$ cat config.mk
export PLATFORM = sky130hd
export DESIGN_NAME = fetch_stage
export DESIGN_NICKNAME = d
export VERILOG_FILES = /design/src/rtl/fetch_stage_pkg.sv /design/src/rtl/fetch_stage_pc_select.sv /design/src/rtl/fetch_stage.sv
export SDC_FILE = /design/constraint.sdc
export NUM_CORES = 1
export LEC_CHECK = 0
export ABC_AREA = 1
export ABC_CLOCK_PERIOD_IN_PS = 1600
export BUFFER_PORTS_ARGS = -buffer_cell sky130_fd_sc_hd__buf_2
export CORE_MARGIN = 4
export CORE_UTILIZATION = 54
export CTS_BUF_LIST = sky130_fd_sc_hd__clkbuf_4 sky130_fd_sc_hd__clkbuf_8
export CTS_CLUSTER_SIZE = 30
export DETAILED_ROUTE_END_ITERATION = 8
export MAX_ROUTING_LAYER = met4
export PLACE_DENSITY = 0.82
export SLEW_MARGIN = 20
export SYNTH_ARGS = -nofsm -noshare
export SYNTH_HDL_FRONTEND = slang
export SYNTH_SLANG_ARGS = --single-unit
$ cat constraint.sdc
create_clock -name clk -period 1.6 [get_ports clk]
set_input_delay 0.48 -clock clk [delete_from_list [all_inputs] [get_ports clk]]
set_output_delay 0.48 -clock clk [all_outputs]
set_load 0.005 [all_outputs]
$ cat src/rtl/fetch_stage_pkg.sv
// Shared CPU definitions used by the fetch stage: fetch FSM encoding,
// reset-vector default and small PC arithmetic helpers.
package fetch_stage_pkg;

    // Architectural boot vector (first PC fetched after reset).
    localparam logic [31:0] PC_RESET_DEFAULT = 32'hBFC0_0000;

    // Legacy-compatible raw encodings for the fetch FSM.
    localparam logic [1:0] FS_REQ_ENC  = 2'd0;
    localparam logic [1:0] FS_WAIT_ENC = 2'd1;
    localparam logic [1:0] FS_HOLD_ENC = 2'd2;

    // REQ  : request driven on the instruction bus
    // WAIT : address accepted, instruction word still outstanding
    // HOLD : instruction held in the buffer until decode takes it
    typedef enum logic [1:0] {
        REQ  = FS_REQ_ENC,
        WAIT = FS_WAIT_ENC,
        HOLD = FS_HOLD_ENC
    } fetch_state_t;

    // Sequential PC; wraps modulo 2^32, carry out is dropped.
    function automatic logic [31:0] pc_plus4(input logic [31:0] pc_val);
        return pc_val + 32'd4;
    endfunction

endpackage

$ cat src/rtl/fetch_stage_pc_select.sv
// Next-PC selection for the fetch stage. A redirect arriving in the same
// cycle as the handoff has highest priority, then a redirect latched
// earlier (pending), otherwise fall through to the sequential PC.
module pc_select
    import fetch_stage_pkg::*;
(
    input  logic [31:0] pc,
    input  logic        pend_valid,
    input  logic [31:0] pend_pc,
    input  logic        redirect_valid,
    input  logic [31:0] redirect_pc,
    output logic [31:0] next_pc
);

    // Priority mux: live redirect > pending target > pc + 4.
    always_comb begin
        next_pc = 32'd0;
        if (redirect_valid) begin
            next_pc = redirect_pc;
        end else if (pend_valid) begin
            next_pc = pend_pc;
        end else begin
            next_pc = pc_plus4(pc);
        end
    end

endmodule

$ cat src/rtl/fetch_stage.sv
// Instruction fetch stage. Issues one instruction-bus request at a time,
// buffers the returned word and holds it for decode. Taken branches are
// resolved in decode; the instruction already in flight or held when the
// redirect arrives is the delay slot and is always delivered.
module fetch_stage
    import fetch_stage_pkg::*;
#(
    parameter logic [31:0] PC_RESET = PC_RESET_DEFAULT
) (
    input  logic        clk,
    input  logic        reset,
    output logic        ireq_valid,
    output logic [31:0] ireq_addr,
    input  logic        iresp_addr_ok,
    input  logic        iresp_data_ok,
    input  logic [31:0] iresp_data,
    input  logic        stallD,
    input  logic        redirect_valid,
    input  logic [31:0] redirect_pc,
    output logic [31:0] instrF,
    output logic [31:0] pcF,
    output logic        validF
);

    fetch_state_t state_r;
    fetch_state_t state_nxt_s;

    logic [31:0] pc_r;
    logic [31:0] next_pc_s;
    logic        pend_valid_r;
    logic [31:0] pend_pc_r;

    logic        ireq_valid_r;
    logic [31:0] instr_r;
    logic [31:0] pc_f_r;
    logic        valid_f_r;

    logic        handoff_s;
    logic        take_data_s;

    // Next-state logic; handoff and data capture strobes fall out of it.
    // The request is qualified by ireq_valid_r so the cycle right after
    // reset (REQ with no request yet on the bus) cannot advance the FSM.
    always_comb begin
        state_nxt_s = state_r;
        handoff_s   = 1'b0;
        take_data_s = 1'b0;
        case (state_r)
            REQ: begin
                if (ireq_valid_r && iresp_addr_ok) begin
                    if (iresp_data_ok) begin
                        state_nxt_s = HOLD;
                        take_data_s = 1'b1;
                    end else begin
                        state_nxt_s = WAIT;
                    end
                end else begin
                    state_nxt_s = REQ;
                end
            end
            WAIT: begin
                if (iresp_data_ok) begin
                    state_nxt_s = HOLD;
                    take_data_s = 1'b1;
                end else begin
                    state_nxt_s = WAIT;
                end
            end
            HOLD: begin
                if (!stallD) begin
                    state_nxt_s = REQ;
                    handoff_s   = 1'b1;
                end else begin
                    state_nxt_s = HOLD;
                end
            end
            default: begin
                state_nxt_s = REQ;
            end
        endcase
    end

    pc_select u_pc_select (
        .pc             (pc_r),
        .pend_valid     (pend_valid_r),
        .pend_pc        (pend_pc_r),
        .redirect_valid (redirect_valid),
        .redirect_pc    (redirect_pc),
        .next_pc        (next_pc_s)
    );

    // FSM state and registered request-valid (high exactly while in REQ,
    // except the first cycle out of reset).
    always_ff @(posedge clk) begin
        if (reset) begin
            state_r      <= REQ;
            ireq_valid_r <= 1'b0;
        end else begin
            state_r      <= state_nxt_s;
            ireq_valid_r <= (state_nxt_s == REQ);
        end
    end

    // Fetch PC: advances only on handoff, so the bus address stays stable
    // from request issue until the bus accepts it.
    always_ff @(posedge clk) begin
        if (reset) begin
            pc_r <= PC_RESET;
        end else if (handoff_s) begin
            pc_r <= next_pc_s;
        end else begin
            pc_r <= pc_r;
        end
    end

    // Pending redirect target: a redirect seen outside a handoff cycle is
    // remembered (latest wins) and consumed by the next handoff.
    always_ff @(posedge clk) begin
        if (reset) begin
            pend_valid_r <= 1'b0;
            pend_pc_r    <= 32'd0;
        end else if (handoff_s) begin
            pend_valid_r <= 1'b0;
            pend_pc_r    <= pend_pc_r;
        end else if (redirect_valid) begin
            pend_valid_r <= 1'b1;
            pend_pc_r    <= redirect_pc;
        end else begin
            pend_valid_r <= pend_valid_r;
            pend_pc_r    <= pend_pc_r;
        end
    end

    // Instruction buffer toward decode: loaded when the word returns and
    // left untouched while decode stalls.
    always_ff @(posedge clk) begin
        if (reset) begin
            instr_r   <= 32'd0;
            pc_f_r    <= 32'd0;
            valid_f_r <= 1'b0;
        end else begin
            valid_f_r <= (state_nxt_s == HOLD);
            if (take_data_s) begin
                instr_r <= iresp_data;
                pc_f_r  <= pc_r;
            end else begin
                instr_r <= instr_r;
                pc_f_r  <= pc_f_r;
            end
        end
    end

    assign ireq_valid = ireq_valid_r;
    assign ireq_addr  = pc_r;
    assign instrF     = instr_r;
    assign pcF        = pc_f_r;
    assign validF     = valid_f_r;

endmodule

== Word level (Yosys, flattened, before mapping) ==
Index checks and enable logic that the tools add are counted.
Word-level totals
  input bits: 70
  bits in read-only memories: 0
  output and inout port bits: 98
  word-level logic and storage cells: 29
  latch bits: 0
  register bits: 133
  RAM bits: 0
  memories kept: 0
Cells by class
  magnitude comparators: 0
  equal/unequal tests: 3
  $mul: 0
  reductions and logical operators: 5
  div/mod/pow operators: 0
  multiplexer cells: 11
  shift-type cells: 0
  add/sub/neg operators: 1
  bitwise logic cells: 1
Operators by type and width (number)
  2-to-1 mux 32 bit: 2
  adder 32 x 3 -> 32 bit (second input constant): 1
  2-to-1 mux 2 bit: 3
  case mux 2 bit (3 select lines): 1
  equality test 2 bit (second input constant): 2
  zero test 2 bit: 2
  2-to-1 mux 1 bit: 4
  equality test 2 x 1 -> 1 bit (second input constant): 1
  case mux 1 bit (2 select lines): 1
  AND reduction 2 bit: 1
  OR reduction 2 bit: 1
  logical AND 1 bit: 1
  inverter 1 bit: 1

== Logic depth before layout (Yosys ltp) ==
  depth after elaboration: 4
  gate-level depth with buffers: 10
  mapped depth without buffers: 10

== Hierarchy ==
From an unflattened synthesis, not the netlist that was laid out.
Second synthesis, totals
  cells, all modules: 1152
  area, all modules: 7213.2 um^2
By module, submodules not included
  fetch_stage: cells an instance 781, area an instance 5560.3 um^2, instances 1, sequential area each 2662.6 um^2
  pc_select: cells an instance 371, area an instance 1652.8 um^2, instances 1, sequential area each 0.0 um^2

== Least setup slack after synthesis ==
OpenSTA, ideal clock, no wires.
  path kind: reg2reg
  start point: register pc_r[3] (netlist: ireq_addr[3])
  end point: register pc_r[18] (netlist: ireq_addr[18])
  cell stages (with the launch flop): 9
  arrival: 1.368 ns
  path buffers: 0
  clock period less this slack: 1.438 ns
  required time: 1.530 ns
  setup slack: 0.162 ns
  setup time: 0.070 ns
  cell sequence: dfxtp_1 > ha_1 > nand2_1 > nor2_2 > nand2_2 > nor2_1 > xor2_1 > nand2_1 > a21oi_1
On the way
  word-level cells in the longest chain between the ends: 3
RTL lines
  start: declaration: line fetch_stage.sv:28  | logic [31:0] pc_r;
  start signal: assignment: line fetch_stage.sv:110  | pc_r <= next_pc_s;
  start signal: assignment: line fetch_stage.sv:112  | pc_r <= pc_r;
  adder 32 x 3 -> 32 bit: line fetch_stage_pkg.sv:24  | return pc_val + 32'd4;
  2-to-1 mux 32 bit: line fetch_stage_pc_select.sv:20  | end else if (pend_valid) begin
  2-to-1 mux 32 bit: line fetch_stage_pc_select.sv:18  | if (redirect_valid) begin
Every way passes these cells.
A chain may end at the register's enable or synchronous reset.

== Worst setup path in the final report ==
  start point: register pc_r[8] (netlist: ireq_addr[8])
  end point: output ireq_addr[8]
RTL lines
  end: declaration: line fetch_stage.sv:13  | output logic [31:0] ireq_addr,
No word-level cell between the ends.

==> impl_results.md <==
- Core area: 10510 µm²
- Fill count: 840
- Final setup fails: 0
- Share of cells above drive strength 1: 29.24%
- P&R area growth vs syn: 30.37%
- Global-route wire length before repair: 28330 µm
- Setup TNS: 0 ns
- Critical path arrival: 1.07 ns
- Pwr/cell area: 917.6 nW/µm²
- Cell Area, Placed: 7221 µm²
- Finished Layout Cells: 1169
- Tightest Pin Transition: 0.3721 ns
- Top-count cell post-synth: nand2_1
- Status: complete, no violations
- Remaining DRCs: 0
- Min-delay worst type: input pin to register
- Tot Pwr: 7066 µW
- Vias: 6386
- Die Span Y: 112.6 µm
- Post-DP HPWL: 12660 µm
- Hold Fails Final Rpt: 0
- Root buffer cell: clkbuf_8
- Nets@finish: 1091
- Iteration-0 DRC Markers: 590
- Worst endpoint required time: 1.12 ns
- IO Pins: 168
- # diodes: 0
- Total track usage: 27.91%
- CTS tree: yes
- Multi-input gate area: 2919 µm²
- Worst-Skew Late Latency: 0.43 ns
- Synth warnings: 0
- Maximum vdd ir drop: 0.7615 mV
- CP top delay family: flip-flops
- Syn_nets: 900
- Largest net degree at the start of global routing: 69
- CTS Buf Count: 17
- CP Capture Type: primary output
- Ys async rst share: 0%
- Post-route ant nets: 0
- CP bufs+invs: 2
- Cell Area, Synth: 5907 µm²
- Synth top area share: 45.08%
- Synth Area per Inst: 7.125 µm²
- Leakage power: 0.003468 µW
- Final instance area: 7701 µm²
- Final min period: 1.554 ns
- Initial antenna violation count: 0
- Initial Utilization: 56.21%
- Crit start category: register
- Critical path class: register to primary output
- Final Cycle Share: 97.11%
- Seq/Total Area, Yosys: 45.08%
- Ys flop type: dfxtp_1
- Post-Place Cells: 1134
- FF/Latch Area: 2700 µm²
- Final Max Slew Viols: 0
- Worst-path fanout max: 4
- Die ar.: 12680 µm²
- Yosys reg bits: 133
- EDFF count, synth: 0
- CP Cell Sequence: buf_4, buf_2
- GRT overflow: 0
- GPL Wtd Cong: 0.9919
- Syn Inst Count: 829
- Number of global-route vias before repair: 5628
- Routed Wire Length: 17880 µm
- Worst path slowest cell: dfxtp_2
- Synth top cells by count: nand2_1, dfxtp_1, nor2_1, a21oi_1, nand3_1
- Relative slew slack: 75.19%
- Max-Cap Viols: 0
- Area contributors post-synth: dfxtp_1, nand2_1, a21oi_1, nand3_1, nor2_1
- CP max stage delay: 0.38 ns
- Area leader, netlist: dfxtp_1
- Reg clk slew, reported paths: 0.09 ns
- RSZ-0062 raised after global routing: no
- Die width: 112.6 µm
- Routed WL per cell: 15.30 µm
- H-tree level count: 4
- Clock skew: 0.01022 ns
- Fmax achieved: 643.6 MHz
- Port-buffer cells: 167
- FP Rows: 37
- CTS Buffer Depth: 2
- Drt via density: 5.463
- DR pass1 iterations: 5
- Clock sink count: 133
- Yosys cell types: 34
-- sequential cells by signal, summed over array words and instances (netlist names) --
name          flops
pend_pc_r        32
state_r           2
instrF           32
pend_valid_r      1
ireq_addr        32
validF            1
ireq_valid        1
pcF              32
-- power by group --
group	internal, µW	switching (µW)
Clock	1270	1430
Sequential	3450	85.3
Combinational	343	493
Total	5050	2010
-- cells by family after synthesis --
kind of cell,synth area share [%]
adder cells (fa/ha/maj),0.2118
flip-flops,45.08
buffers and inverters,6.312
AND/OR/NAND/NOR,29.17
XOR/XNOR,1.186
AO/OA/AOI/OAI,18.05
-- layer usage --
metal / part of all wire (%) / global-route usage (%)
met3: 8.9 / 6.307
met2: 46 / 41.00
met1: 44 / 39.22
met4: 1.1 / 6.330
met5: 0 / -
-- cell type report --
type                    count  area share (%)
inverters                  38           1.852
flip-flops and latches    133           35.06
clock buffers              17           3.038
well taps                 136           2.210
multi-input cells         603           37.90
repair buffers            227           18.05
clock inverters            15           1.885
-- metrics by stage --
| step | worst slack, ns | util (%) | hold WS, ns |
|---|---|---|---|
| floorplan | 0.1619 | - | 0.4300 |
| global placement | -0.1242 | 68.71 | 0.4401 |
| detailed placement | -0.1907 | 68.71 | 0.4443 |
| CTS | 0.001022 | 72.47 | 0.2821 |
| global route | 0.0006454 | 73.28 | 0.2821 |
| finish | 0.04623 | 73.28 | 0.3117 |
-- worst min-delay path, stage by stage --
cell and delay (ns):
buf_2 0.09, nand3_1 0.07, a21oi_1 0.06
-- repair_timing --
action | 4_1_cts | 5_1_grt
resized for setup | 11 | 23
pin swaps | 0 | 2
buffers inserted | 0 | 3
hold buffers | 0 | 0
endpoints found under the setup margin | 10 | 40
-- path summary, 6_finish.rpt --
check	startpoint	cells past startpoint	slack [ns]	to
worst max-delay path	ireq_addr[8]	2	0.05	ireq_addr[8]
worst min-delay path	iresp_data[20]	3	0.31	instrF[20]
worst max register to register	ireq_addr[9]	8	0.10	ireq_addr[24]
worst min register to register	pcF[24]	2	0.46	pcF[24]
-- layout by cell type, fill, tap and decap left out, drive strengths merged, types with 3 or more instances in the layout --
cell	n
a31oi	5
nand3	85
a21oi	101
clkbuf	17
nand2	188
clkinvlp	4
clkinv	4
xor2	6
a211oi	5
a22o	4
buf	227
nor2	119
a221oi	15
o21ai	58
inv	44
nand3b	3
dfxtp	133
(Power assumes the default switching activity.)
